$ cat src/rtl/serial_mag_comparator.sv
// serial_mag_comparator: compares two unsigned WIDTH-bit operands two bits at a time, MSB slice
// first, using an external combinational 2-bit comparator.
//
// Ports:
//   clk, rst_n            clock and asynchronous active-low reset
//   start                 begin a comparison (accepted only in IDLE)
//   op_a, op_b            operands, captured on an accepted start
//   slice_a, slice_b      current 2-bit slices to the external comparator (2'b00 outside COMPARE)
//   s_gt, s_lt, s_eq      slice flags returned combinationally by the external comparator
//   busy                  high while in COMPARE
//   done                  one-cycle strobe in DONE
//   A_gt_B, A_lt_B, A_eq_B registered word result, held until the next accepted start
//   cmp_err               slice flags were not one-hot
//
// Build option: define SERIAL_CMP_EARLY_EXIT_EN to finish at the first unequal slice instead of
// always walking all WIDTH/2 slices.

module serial_mag_comparator #(
  parameter int unsigned WIDTH = 8
) (
  input  logic             clk,
  input  logic             rst_n,
  input  logic             start,
  input  logic [WIDTH-1:0] op_a,
  input  logic [WIDTH-1:0] op_b,
  output logic [1:0]       slice_a,
  output logic [1:0]       slice_b,
  input  logic             s_gt,
  input  logic             s_lt,
  input  logic             s_eq,
  output logic             busy,
  output logic             done,
  output logic             A_gt_B,
  output logic             A_lt_B,
  output logic             A_eq_B,
  output logic             cmp_err
);

  localparam int unsigned N    = WIDTH / 2;
  localparam int unsigned CntW = (N > 1) ? $clog2(N) : 1;
  localparam logic [CntW-1:0] LastCnt = CntW'(N - 1);

  typedef enum logic [1:0] {
    StIdle,
    StCompare,
    StDone
  } state_e;

  state_e            state_q, state_d;
  logic [WIDTH-1:0]  sh_a_q, sh_a_d;
  logic [WIDTH-1:0]  sh_b_q, sh_b_d;
  logic [CntW-1:0]   cnt_q, cnt_d;
  logic              gt_q, gt_d;
  logic              lt_q, lt_d;
  logic              eq_q, eq_d;
  logic              err_q, err_d;
  logic              last_slice;
  logic              flags_ok;
  logic              decided;

  assign last_slice = (cnt_q == LastCnt);
  assign flags_ok   = $onehot({s_gt, s_lt, s_eq});
  // Results are cleared on start, so any set gt/lt means an earlier slice already decided.
  assign decided    = gt_q | lt_q;

  always_comb begin
    state_d = state_q;
    sh_a_d  = sh_a_q;
    sh_b_d  = sh_b_q;
    cnt_d   = cnt_q;
    gt_d    = gt_q;
    lt_d    = lt_q;
    eq_d    = eq_q;
    err_d   = err_q;

    unique case (state_q)
      StIdle: begin
        if (start) begin
          sh_a_d  = op_a;
          sh_b_d  = op_b;
          cnt_d   = '0;
          gt_d    = 1'b0;
          lt_d    = 1'b0;
          eq_d    = 1'b0;
          err_d   = 1'b0;
          state_d = StCompare;
        end
      end

      StCompare: begin
        if (!flags_ok) begin
          err_d   = 1'b1;
          gt_d    = 1'b0;
          lt_d    = 1'b0;
          eq_d    = 1'b0;
          state_d = StDone;
        end else begin
          // First unequal slice wins; later slices only advance the walk.
          if (!decided) begin
            gt_d = s_gt;
            lt_d = s_lt;
            if (last_slice) begin
              eq_d = s_eq;
            end
          end
`ifdef SERIAL_CMP_EARLY_EXIT_EN
          if (!s_eq || last_slice) begin
            state_d = StDone;
          end else begin
            sh_a_d = sh_a_q << 2;
            sh_b_d = sh_b_q << 2;
            cnt_d  = cnt_q + 1'b1;
          end
`else
          if (last_slice) begin
            state_d = StDone;
          end else begin
            sh_a_d = sh_a_q << 2;
            sh_b_d = sh_b_q << 2;
            cnt_d  = cnt_q + 1'b1;
          end
`endif
        end
      end

      StDone: begin
        state_d = StIdle;
      end

      default: begin
        state_d = StIdle;
      end
    endcase
  end

  always_ff @(posedge clk or negedge rst_n) begin
    if (!rst_n) begin
      state_q <= StIdle;
      sh_a_q  <= '0;
      sh_b_q  <= '0;
      cnt_q   <= '0;
      gt_q    <= 1'b0;
      lt_q    <= 1'b0;
      eq_q    <= 1'b0;
      err_q   <= 1'b0;
    end else begin
      state_q <= state_d;
      sh_a_q  <= sh_a_d;
      sh_b_q  <= sh_b_d;
      cnt_q   <= cnt_d;
      gt_q    <= gt_d;
      lt_q    <= lt_d;
      eq_q    <= eq_d;
      err_q   <= err_d;
    end
  end

  assign busy    = (state_q == StCompare);
  assign done    = (state_q == StDone);
  assign slice_a = busy ? sh_a_q[WIDTH-1:WIDTH-2] : 2'b00;
  assign slice_b = busy ? sh_b_q[WIDTH-1:WIDTH-2] : 2'b00;
  assign A_gt_B  = gt_q;
  assign A_lt_B  = lt_q;
  assign A_eq_B  = eq_q;
  assign cmp_err = err_q;

endmodule

$ cat config.mk
export PLATFORM = sky130hd
export DESIGN_NAME = serial_mag_comparator
export DESIGN_NICKNAME = d
export VERILOG_FILES = /design/src/rtl/serial_mag_comparator.sv
export SDC_FILE = /design/constraint.sdc
export NUM_CORES = 1
export LEC_CHECK = 0
export CAP_MARGIN = 40
export CORE_MARGIN = 3
export CORE_UTILIZATION = 30
export DETAILED_ROUTE_END_ITERATION = 8
export PLACE_DENSITY = 0.58
export REMOVE_ABC_BUFFERS = 1
export SYNTH_ARGS = -nofsm -noshare
export SYNTH_HDL_FRONTEND = slang
export SYNTH_SLANG_ARGS = --single-unit
$ cat constraint.sdc
create_clock -name clk -period 1.72 [get_ports clk]
set_input_delay 0.258 -clock clk [delete_from_list [all_inputs] [get_ports clk]]
set_output_delay 0.258 -clock clk [all_outputs]
set_load 0.02 [all_outputs]
# ---- Word-level counts from Yosys, hierarchy flattened
# Cells that the tools add are included.
dict set report word_totals {
  regBits 24
  word_cells 60
  in_bits 22
}
dict set report op_classes {
  n_bitwise 1
  reduce_logical 7
  muxes 31
  n_addsub 3
  n_eq_ne 10
}
# cell count
set op_table {}
lappend op_table {{2-to-1 mux 8 bit} 6}
lappend op_table {{case mux 8 bit (2 select lines)} 2}
lappend op_table {{2-to-1 mux 2 bit} 8}
lappend op_table {{2-to-1 mux 1 bit} 9}
lappend op_table {{case mux 1 bit (2 select lines)} 4}
lappend op_table {{case mux 2 bit (2 select lines)} 2}
lappend op_table {{AND reduction 4 bit} 2}
lappend op_table {{!= test 2 bit, second input constant} 3}
lappend op_table {{!= test 3 bit, second input constant} 2}
lappend op_table {{AND reduction 3 bit} 2}
lappend op_table {{equality test 2 x 1 -> 1 bit, second input constant} 2}
lappend op_table {{equality test 2 bit, second input constant} 2}
lappend op_table {{adder 1 x 1 -> 2 bit} 1}
lappend op_table {{adder 2 x 1 -> 2 bit} 1}
lappend op_table {{adder 2 x 1 -> 2 bit, second input constant} 1}
lappend op_table {{zero test 2 bit} 1}
lappend op_table {{!= test 2 x 1 -> 1 bit, second input constant} 1}
lappend op_table {{AND reduction 2 bit} 1}
lappend op_table {{nonzero test 2 bit} 1}
lappend op_table {{OR 1 bit} 1}

# ---- Longest topological paths before layout
# Gate-level depths: netlist of the first run.
dict set report logic_depth {
  ltp_word 5
  ltp_mapped 5
}

# ---- Least setup slack after synthesis of the first run
# Ideal clock, no wire load.
dict set report synth_path {
  path_kind {input to register}
  startpoint {input s_gt}
  endpoint {register sh_a_q[2]}
  required_ns 1.595
  path_buffers 1
  cell_stages 5
  setup_ns 0.125
  slack_ns -0.054
  arrival_time_ns 1.649
  path_cell_list {fa_1 > nand4bb_4 > a21oi_4 > buf_12 > mux2_4}
}
dict set report synth_via {
  elab_chain_cells 4
}
# element line_no
set synth_lines {}
lappend synth_lines {{start: declaration} 28} ;# input logic s_gt,
lappend synth_lines {{adder 2 x 1 -> 2 bit (not written as such)} 62} ;# assign flags_ok = $onehot({s_gt, s_lt, s_eq});
lappend synth_lines {{equality test 2 x 1 -> 1 bit} 62}
lappend synth_lines {{!= test 2 x 1 -> 1 bit (no source line)} n/a}
lappend synth_lines {{AND reduction 4 bit (no source line)} n/a}
lappend synth_lines {{end signal: assignment} 139} ;# sh_a_q <= '0;
lappend synth_lines {{end signal: assignment} 148} ;# sh_a_q <= sh_a_d;
lappend synth_lines {{end: declaration} 50} ;# logic [WIDTH-1:0] sh_a_q, sh_a_d;
# Every way passes these cells.
# A chain may end at the register's enable or synchronous reset.

# ---- Worst setup path in the final report of the first run
dict set report layout_path {
  startpoint {input s_eq}
  endpoint {register sh_b_q[3]}
}
dict set report layout_via {
  elab_chain_cells 5
}
# element line_no
set layout_lines {}
lappend layout_lines {{start: declaration} 30} ;# input logic s_eq,
lappend layout_lines {{adder 1 x 1 -> 2 bit (not written as such)} 62}
lappend layout_lines {{adder 2 x 1 -> 2 bit (not written as such)} 62}
lappend layout_lines {{equality test 2 x 1 -> 1 bit} 62}
lappend layout_lines {{!= test 2 x 1 -> 1 bit (no source line)} n/a}
lappend layout_lines {{AND reduction 4 bit (no source line)} n/a}
lappend layout_lines {{end signal: assignment} 140} ;# sh_b_q <= '0;
lappend layout_lines {{end signal: assignment} 149} ;# sh_b_q <= sh_b_d;
lappend layout_lines {{end: declaration} 51} ;# logic [WIDTH-1:0] sh_b_q, sh_b_d;
# Every way passes these cells.

==> flow_summary_export.csv, run 1 <==
group,metric,value,unit
run_status,run_status,"finished, final reports clean",
final_layout,layout_common_cells,"24 x dfrtp_1, 22 x clkdlybuf4s50_1, 12 x mux2_2, 12 x mux2_4, 11 x buf_4",
logic_synthesis,synth_top_area_cell,"dfrtp_1",
setup_path,timing.critical_path.slowest_cell_delay,0.61,ns
setup_path,timing_worst_setup_path_type,"primary input to register",
cts,cts_num_sinks,24,
logic_synthesis,synthesis.instances,106,
cts,ctsLongestPathBuffers,2,
final_layout,antenna_cells_inserted,0,
placed_design,placedInstanceArea,1780,um2
power,seq_power_share,34.5,%
setup_path,cp.arrival,1.82,ns
power,combinationalPowerShare,52.0,%
placed_design,detailed_place_hpwl,2230,um
logic_synthesis,post_synth_main_area_contributors,"dfrtp_1 43%, mux2_2 12%, mux2_4 9.8%",
min_path,path_class_of_the_lowest_slack_min_delay_path,"primary input to register",
die,coreArea,4410,um2
timing,max_slew.worst_pin.slew,0.358,ns
placed_design,dpl_worst_slack,-0.589,ns
run,drv_cap,0,
timing,drv_slew,0,
logic_synthesis,total_standard_cell_area_after_synthesis,1380,um2
timing,setup_viol_count_final,0,
timing,fin_skew,0.00506,ns
final_layout,layout_commonest_cell,"dfrtp_1",
power,power.switching_fraction,32.9,%
cts,tritoncts_buffer_count,3,
placed_design,port_buffers,31,
setup_path,setup.worst_path.end_class,"register",
power,static-leakage-power,0.836,nW
grt,first_pass_grt_wire_length,5060,um
placed_design,routabilityCongestion,0.801,
grt,globalRoute.totalOverflow,0,
timing,layout_worst_path_cycle_share,96.8,%
cts,cts_tree,"done",
setup_path,cp_cell_sequence,"buf_6, fa_2, nand4bb_4, a21oi_4, buf_6, buf_12, mux2_4",
setup_path,crit_path_max_fanout,7,
power,power.density,1470,nW/um2
logic_synthesis,synth_seq_area_share,43.5,%
die,start_util,31.3,%
power,clkPwrFrac,13.4,%
logic_synthesis,synth_cell_types,33,
timing,max-slew-margin-rel,76.1,%
timing,post_route_minimum_period,1.67,ns
drt,route.final.wire_length,3060,um
logic_synthesis,synth_warn,0,
setup_path,setup.worst_path.start_class,"primary input",
drt,detail_route.iter0.violations,27,
cts,hold_buffers_post_cts,0,
power,vdd_drop_max,0.676,mV
cts,clkLatencyLatePin,0.26,ns
timing,postLayoutSetupSlackWorst,0.0542,ns
final_layout,finalNonFillerCells,203,
die,die_h,73.9,um
grt,grt_max_degree,25,
die,ioPinCount,32,
grt,grt_antenna_before_repair,0,
placed_design,placed_cells,193,
power,net-switching-power,931,uW
drt,route.detailed.vias_per_inst,4.67,
cts,h_tree_levels,1,
setup_path,cp_data_required_time,1.87,ns
cts,root_buffer,"clkbuf_8",
timing,achievable-frequency,600,MHz
drt,wl_per_cell,15.1,um
drt,detailroute.via_count,948,
final_layout,area_growth,39.6,%
logic_synthesis,synth_top_area_share,43.5,%
die,dieArea,5450,um2
logic_synthesis,postSynthRegisterBits,24,
final_layout,drive_above_1_share,36.4,%
timing,report.final.hold_viol_count,0,
die,num_rows,24,
final_layout,nNetsFinal,176,
drt,route.antenna.remaining_nets,0,
setup_path,cp_num_buf_inv,3,
grt,grt_pass1_vias,1036,
final_layout,postLayoutCellArea,1930,um2
die,die_x,73.9,um
setup_path,critical_path.top_delay_family,"adder cells",
logic_synthesis,syn-mean-instance-area,13.0,um2
grt,globalRouteTotalUtil,12.1,%
drt,drc,0,
drt,drtPass1Iterations,4,
power,internal-power,1.90,mW
cts,path_clk_slew,0.08,ns
setup_path,crit_top_cell,"buf_6",
setup_path,cp_slowest_cell,"fa_2",
==> power groups by stage <==
stage | sequential [mW] | combinational [mW] | clock, mW
3_3_place_gp | 0.972 | 1.28 | 0
3_5_place_dp | 0.986 | 1.33 | 0
5_1_grt | 1.01 | 1.58 | 0.428
2_1_floorplan | 1.03 | 0.789 | 0
6_report | 0.978 | 1.47 | 0.381
4_1_cts | 0.981 | 1.43 | 0.394
==> synth_stat cells, drive strengths merged <==
master    n
o21bai    2
a21oi     7
a31oi     1
mux2i     2
buf       5
nor4      1
mux2     24
nand3b    1
fa        1
nor2      3
nor3      1
inv       2
dfrtp    24
nor2b     5
nor3b     2
o21ai     3
nand2     2
nand2b    1
a32o      1
o21ba     1
ha        1
and2      4
and2b     5
o2bb2ai   4
nand4bb   2
o22a      1
==> kinds of logic after synthesis <==
family	share of synthesized area (%)
buffers and inverters	4.80
AOI/OAI and AO/OA	10.6
adders and majority gates	2.35
muxes	23.5
DFF	43.5
and+or+nand+nor	15.3
==> final timing paths <==
kind / start / end / slack, ns / depth (start not counted)
max in group asynchronous: rst_n / state_q[1] / 1.13 / 2
hold reg to reg: A_eq_B / A_eq_B / 0.51 / 1
setup / recovery: s_eq / sh_b_q[3] / 0.05 / 7
setup reg to reg: cnt_q[0] / sh_b_q[3] / 0.06 / 6
hold / removal: s_eq / A_eq_B / 0.25 / 2
min in group asynchronous: rst_n / sh_a_q[2] / 0.34 / 2
==> state kept, by name, summed over array words and instances (netlist names) <==
signal / cells
state_q: 2
A_gt_B: 1
sh_a_q: 8
A_lt_B: 1
A_eq_B: 1
sh_b_q: 8
cnt_q: 2
cmp_err: 1
==> cell type report <==
type                    count  area, um2
clock buffers               4       55.1
inverters                   2       7.51
repair buffers             46        458
flip-flops and latches     24        601
multi-input cells          75        742
well taps                  52       65.1
fillers                   409       2490
==> repair_timing <==
item	4_1_cts	5_1_grt
setup buffers	3	2
endpoints found under the setup margin	25	9
gates resized for setup	28	2
pin swaps	2	1
gates cloned	1	0
==> stage by stage <==
step	utilization, %	hold WS, ns	power, mW	TNS [ns]
3_3_place_gp	40.3	0.484	2.26	-9.86
5_1_grt	43.7	0.237	3.02	-0.00885
6_report	43.7	0.253	2.83	0
4_1_cts	43.0	0.250	2.81	-0.0773
2_1_floorplan	-	-0.0376	1.82	-1.83
3_5_place_dp	40.3	0.481	2.32	-10.80
==> layer usage <==
layer  routed length, um  vias up  global-route usage (%)
met5                   0        -                       0
met4                  21        0                    2.41
met3                 136        2                    3.69
met2                1360       21                    17.4
met1                1540      455                    17.8
li1                    -      470                       -
Note: power is estimated with default switching activity, not from simulation.
==> run 2: changes to the inputs <==
--- a/config.mk
+++ b/config.mk
@@ -10,6 +10,7 @@
 export CORE_UTILIZATION = 30
 export DETAILED_ROUTE_END_ITERATION = 8
 export PLACE_DENSITY = 0.58
+export RECOVER_POWER = 100
 export REMOVE_ABC_BUFFERS = 1
 export SYNTH_ARGS = -nofsm -noshare
 export SYNTH_HDL_FRONTEND = slang
==> run 2 against run 1 <==
Net effect: count of clock-buffer cells in the layout unchanged; maximum frequency unchanged; final area fell by 0.13%; flip-flop and latch count unchanged; critical endpoint unchanged; largest cell class unchanged; highest routed layer unchanged.
==> flow_summary_export.csv, run 2 (synthesis results as in run 1) <==
group,metric,value,unit
run_status,run_status,"finished, final reports clean",
setup_path,r2r_slack,0.06,ns
final_layout,antenna_cells_inserted,0,
timing,post_route_minimum_period,1.67,ns
timing,setup-tns-final,0,ns
die,die_h,73.9,um
die,ioPinCount,32,
final_layout,layout_common_cells,"24 x dfrtp_1, 20 x clkdlybuf4s50_1, 12 x mux2_2, 12 x mux2_4, 10 x buf_4",
final_layout,drive_above_1_share,36.4,%
drt,route.antenna.remaining_nets,0,
run,drv_cap,0,
setup_path,critical_r2r_capture,"sh_b_q[3]",
final_layout,layout_top_registers,"sh_a_q (8), sh_b_q (8)",
setup_path,crit_path_max_fanout,7,
placed_design,port_buffers,31,
min_path,path_class_of_the_lowest_slack_min_delay_path,"primary input to register",
cts,cts_tree,"done",
grt,globalRoute.totalOverflow,0,
power,net-switching-power,931,uW
cts,tritoncts_buffer_count,3,
die,start_util,31.3,%
drt,wl_per_cell,15.1,um
power,vdd_drop_max,0.676,mV
timing,fin_skew,0.00506,ns
cts,path_clk_slew,0.08,ns
drt,route.detailed.vias_per_inst,4.67,
cts,h_tree_levels,1,
min_path,worstHoldStart,"s_eq",
timing,report.final.hold_viol_count,0,
cts,ctsLongestPathBuffers,2,
power,static-leakage-power,0.836,nW
cts,cts_num_sinks,24,
grt,globalRouteTotalUtil,12.1,%
final_layout,nNetsFinal,176,
placed_design,placedInstanceArea,1780,um2
cts,clkLatencyLatePin,0.26,ns
timing,setup_viol_count_final,0,
power,internal-power,1.90,mW
timing,drv_slew,0,
power,power.switching_fraction,32.9,%
timing,max-slew-margin-rel,59.5,%
setup_path,cp.arrival,1.82,ns
timing,fin_hold_ws,0.253,ns
drt,detail_route.iter0.violations,29,
setup_path,ff2ff_path_depth,6,
grt,grt_pass1_vias,1036,
setup_path,startpoint,"s_eq",
min_path,hold_end,"A_eq_B",
timing,achievable-frequency,600,MHz
cts,root_buffer,"clkbuf_8",
die,coreArea,4410,um2
timing,max_slew.worst_pin.slew,0.607,ns
setup_path,reg2reg_from,"cnt_q[0]",
grt,grt_max_degree,25,
placed_design,placed_cells,193,
drt,drc,0,
drt,route.final.wire_length,3060,um
placed_design,detailed_place_hpwl,2230,um
setup_path,setup.worst_path.start_class,"primary input",
die,dieArea,5450,um2
setup_path,cp_data_required_time,1.87,ns
timing,layout_worst_path_cycle_share,96.8,%
final_layout,layout_commonest_cell,"dfrtp_1",
drt,drtPass1Iterations,4,
grt,grt_antenna_before_repair,0,
setup_path,setup.worst_path.end_class,"register",
power,seq_power_share,34.5,%
final_layout,finalNonFillerCells,203,
power,combinationalPowerShare,52.0,%
final_layout,postLayoutCellArea,1930,um2
final_layout,area_growth,39.4,%
grt,first_pass_grt_wire_length,5060,um
die,die_x,73.9,um
setup_path,timing_worst_setup_path_type,"primary input to register",
power,clkPwrFrac,13.5,%
power,power.density,1470,nW/um2
drt,detailroute.via_count,948,
placed_design,routabilityCongestion,0.801,
die,num_rows,24,
power,totalPowerFinal,2.83,mW
min_path,whs_path_depth,2,
[run 2: changes by cell type in the layout (fill, tap and decap cells not counted), sizes merged]
cell | before | now
dlygate4sd3 | 0 | 2
clkbuf | 4 | 5
clkdlybuf4s50 | 22 | 20
buf | 18 | 17
[run 2: worst max-delay path by stage]
stage / to / slack (ns) / depth (start not counted)
after floorplan: sh_a_q[7] / -0.19 / 4
after global placement: sh_b_q[7] / -0.55 / 6
after detailed placement: sh_a_q[7] / -0.59 / 6
after CTS: sh_b_q[5] / -0.01 / 6
after global routing: sh_b_q[3] / -0.006 / 6
final: sh_b_q[3] / 0.05 / 7
[run 2: power by group through the flow]
stage	clock, mW	sequential (mW)	combinational, mW
floorplan	0	1.03	0.789
global placement	0	0.972	1.28
detailed placement	0	0.986	1.33
CTS	0.394	0.981	1.43
global route	0.428	1.01	1.58
finish	0.381	0.978	1.47
[run 2: worst max-delay path: stages]
cell and delay (ns):
buf_6 0.10, fa_2 0.61, nand4bb_4 0.12, a21oi_4 0.19, buf_6 0.13, buf_12 0.12
mux2_4 0.30
[run 2: final cells by class]
cell class	instances	area, um2
Inverter	2	7.51
Fill cell	410	2490
Timing Repair Buffer	46	455
Multi-Input combinational cell	75	742
Sequential cell	24	601
Tap cell	52	65.1
Clock buffer	4	55.1
[run 2: stage by stage]
| step | setup slack (ns) | utilization [%] |
|---|---|---|
| after detailed placement | -0.589 | 40.3 |
| after global placement | -0.550 | 40.3 |
| after floorplan | -0.187 | - |
| after CTS | -0.0147 | 43.0 |
| after global routing | -0.00622 | 43.6 |
| final | 0.0542 | 43.6 |
[run 2: metal layers]
metal / routed length (um) / GRT usage [%] / vias to the layer above / part of all wire [%]
met1: 1540 / 17.8 / 455 / 50
li1: - / - / 470 / -
met4: 21 / 2.41 / 0 / 0.69
met3: 136 / 3.69 / 2 / 4.5
met2: 1360 / 17.4 / 21 / 44
met5: 0 / 0 / - / 0
[run 2: timing repair]
| item | 4_1_cts | 5_1_grt |
|---|---|---|
| endpoints found under the setup margin | 25 | 9 |
| pin swaps | 2 | 1 |
| gates resized for setup | 28 | 2 |
| hold buffers | 0 | 0 |
| buffers inserted | 3 | 2 |
| cloned | 1 | 0 |
==> run 3: changes to the inputs <==
--- a/config.mk
+++ b/config.mk
@@ -12,6 +12,7 @@
 export PLACE_DENSITY = 0.58
 export RECOVER_POWER = 100
 export REMOVE_ABC_BUFFERS = 1
+export SETUP_SLACK_MARGIN = 0.1
 export SYNTH_ARGS = -nofsm -noshare
 export SYNTH_HDL_FRONTEND = slang
 export SYNTH_SLANG_ARGS = --single-unit
==> run 3 against run 2 <==
Net effect: first-iteration DRC count down 14%; sequential power about the same; non-clock buffer count up 4; power up 0.68%; largest cell class unchanged; largest power group unchanged.
==> flow_summary_export.csv, run 3 (synthesis results as in run 1) <==
group,metric,value,unit
grt,grt_pass1_vias,1057,
final_layout,nNetsFinal,180,
die,dieArea,5450,um2
grt,globalRouteTotalUtil,12.2,%
cts,tritoncts_buffer_count,3,
timing,setup_viol_count_final,0,
final_layout,layout_common_cells,"24 x dfrtp_1, 16 x clkdlybuf4s50_1, 12 x mux2_2, 12 x mux2_4, 10 x buf_4",
final_layout,finalNonFillerCells,207,
grt,first_pass_grt_wire_length,5110,um
cts,root_buffer,"clkbuf_8",
die,num_rows,24,
grt,grt_max_degree,25,
timing,post_route_minimum_period,1.65,ns
cts,cts_tree,"done",
placed_design,port_buffers,31,
die,die_h,73.9,um
setup_path,cp_data_required_time,1.87,ns
cts,path_clk_slew,0.09,ns
placed_design,dpl_worst_slack,-0.589,ns
setup_path,cp.arrival,1.80,ns
setup_path,setup.worst_path.start_class,"register",
drt,detail_route.iter0.violations,25,
final_layout,area_growth,39.9,%
power,vdd_drop_max,0.679,mV
timing,max_slew.worst_pin.slew,0.609,ns
cts,h_tree_levels,1,
timing,achievable-frequency,606,MHz
final_layout,drive_above_1_share,38.7,%
timing,grt_setup_unrepaired,"yes",
final_layout,n_fill_cell,418,
timing,setup-tns-final,0,ns
drt,route.detailed.vias_per_inst,4.72,
timing,report.final.hold_viol_count,0,
drt,route.antenna.remaining_nets,0,
final_layout,layout_top_registers,"sh_a_q (8), sh_b_q (8)",
setup_path,timing_worst_setup_path_type,"register to register",
setup_path,crit_path_max_fanout,7,
drt,route.final.wire_length,3160,um
timing,layout_worst_path_cycle_share,95.9,%
setup_path,setup.worst_path.end_class,"register",
timing,postLayoutSetupSlackWorst,0.0700,ns
timing,fin_hold_ws,0.252,ns
grt,grt_antenna_before_repair,0,
timing,fin_skew,0.00468,ns
die,start_util,31.3,%
drt,drtPass1Iterations,4,
power,totalPowerFinal,2.85,mW
min_path,path_class_of_the_lowest_slack_min_delay_path,"primary input to register",
run,drv_cap,0,
power,static-leakage-power,0.850,nW
drt,detailroute.via_count,977,
placed_design,detailed_place_hpwl,2230,um
placed_design,routabilityCongestion,0.801,
die,ioPinCount,32,
die,coreArea,4410,um2
drt,drc,0,
cts,ctsLongestPathBuffers,2,
cts,clkLatencyLatePin,0.26,ns
final_layout,area_occupied_by_multi_input_gates,734,um2
placed_design,placed_cells,193,
timing,max-slew-margin-rel,59.4,%
die,die_x,73.9,um
final_layout,layout_commonest_cell,"dfrtp_1",
final_layout,antenna_cells_inserted,0,
timing,drv_slew,0,
drt,wl_per_cell,15.3,um
final_layout,seqCellArea,601,um2
power,power.density,1480,nW/um2
run_status,run_status,"finished, final reports clean",
cts,cts_num_sinks,24,
grt,globalRoute.totalOverflow,0,
run 3: changes by cell type in the layout (fill, tap and decap cells not counted):
cell | previous run | this run
nor3b_4 | 1 | 0
dlygate4sd2_1 | 4 | 1
clkbuf_4 | 0 | 1
buf_12 | 2 | 1
clkbuf_1 | 0 | 2
and2b_2 | 2 | 1
clkdlybuf4s25_1 | 0 | 1
and2b_1 | 3 | 4
clkdlybuf4s50_1 | 20 | 16
buf_6 | 2 | 6
clkbuf_2 | 1 | 3
nor3b_2 | 0 | 1
dlygate4sd3_1 | 2 | 6
clkdlybuf4s15_1 | 2 | 0
run 3: power by group:
part           switching, mW  total, mW  internal, mW
registers              0.162      0.977         0.816
clock network          0.179      0.383         0.204
logic                  0.606       1.49         0.885
run 3: worst max-delay path, cell delays in order (launching register included):
cell,delay [ns]
dfrtp_1,0.42
ha_4,0.18
nand4bb_4,0.22
a21oi_4,0.17
buf_6,0.12
buf_12,0.12
mux2_4,0.30
run 3: final timing paths:
path                          start   endpoint  slack, ns  cells past startpoint
max                        cnt_q[1]  sh_b_q[3]       0.07                      6
min                            s_eq     A_eq_B       0.25                      2
max reg2reg                cnt_q[1]  sh_b_q[3]       0.07                      6
min reg2reg                  A_eq_B     A_eq_B       0.50                      1
max in group asynchronous     rst_n  sh_b_q[7]       0.80                      2
min in group asynchronous     rst_n  sh_a_q[2]       0.52                      2
run 3: timing repair:
action / 4_1_cts / 5_1_grt
buffers inserted: 7 / 2
pin swaps: 2 / 3
gates resized for setup: 37 / 12
setup endpoints to repair: 29 / 17
gates cloned: 1 / 0
hold buffers: 0 / 0
run 3: final cells by class:
class,instances,share of cell area (%)
multi-input combinational,75,38.0
sequential,24,31.1
timing repair buffer,50,24.3
tap,52,3.37
clock buffer,4,2.85
inverter,2,0.389
run 3: metrics by stage:
step	utilization, %	instance area, um2
2_1_floorplan	-	1320
3_3_place_gp	40.3	1780
3_5_place_dp	40.3	1780
4_1_cts	43.8	1930
5_1_grt	43.8	1930
6_report	43.8	1930
run 3: routing by layer:
metal / vias up / global-route usage (%) / share of wire, %
met5: - / 0 / 0
met4: 0 / 2.82 / 0.98
met3: 4 / 3.97 / 4.8
met2: 23 / 17.7 / 45
met1: 473 / 17.6 / 49
li1: 477 / - / -
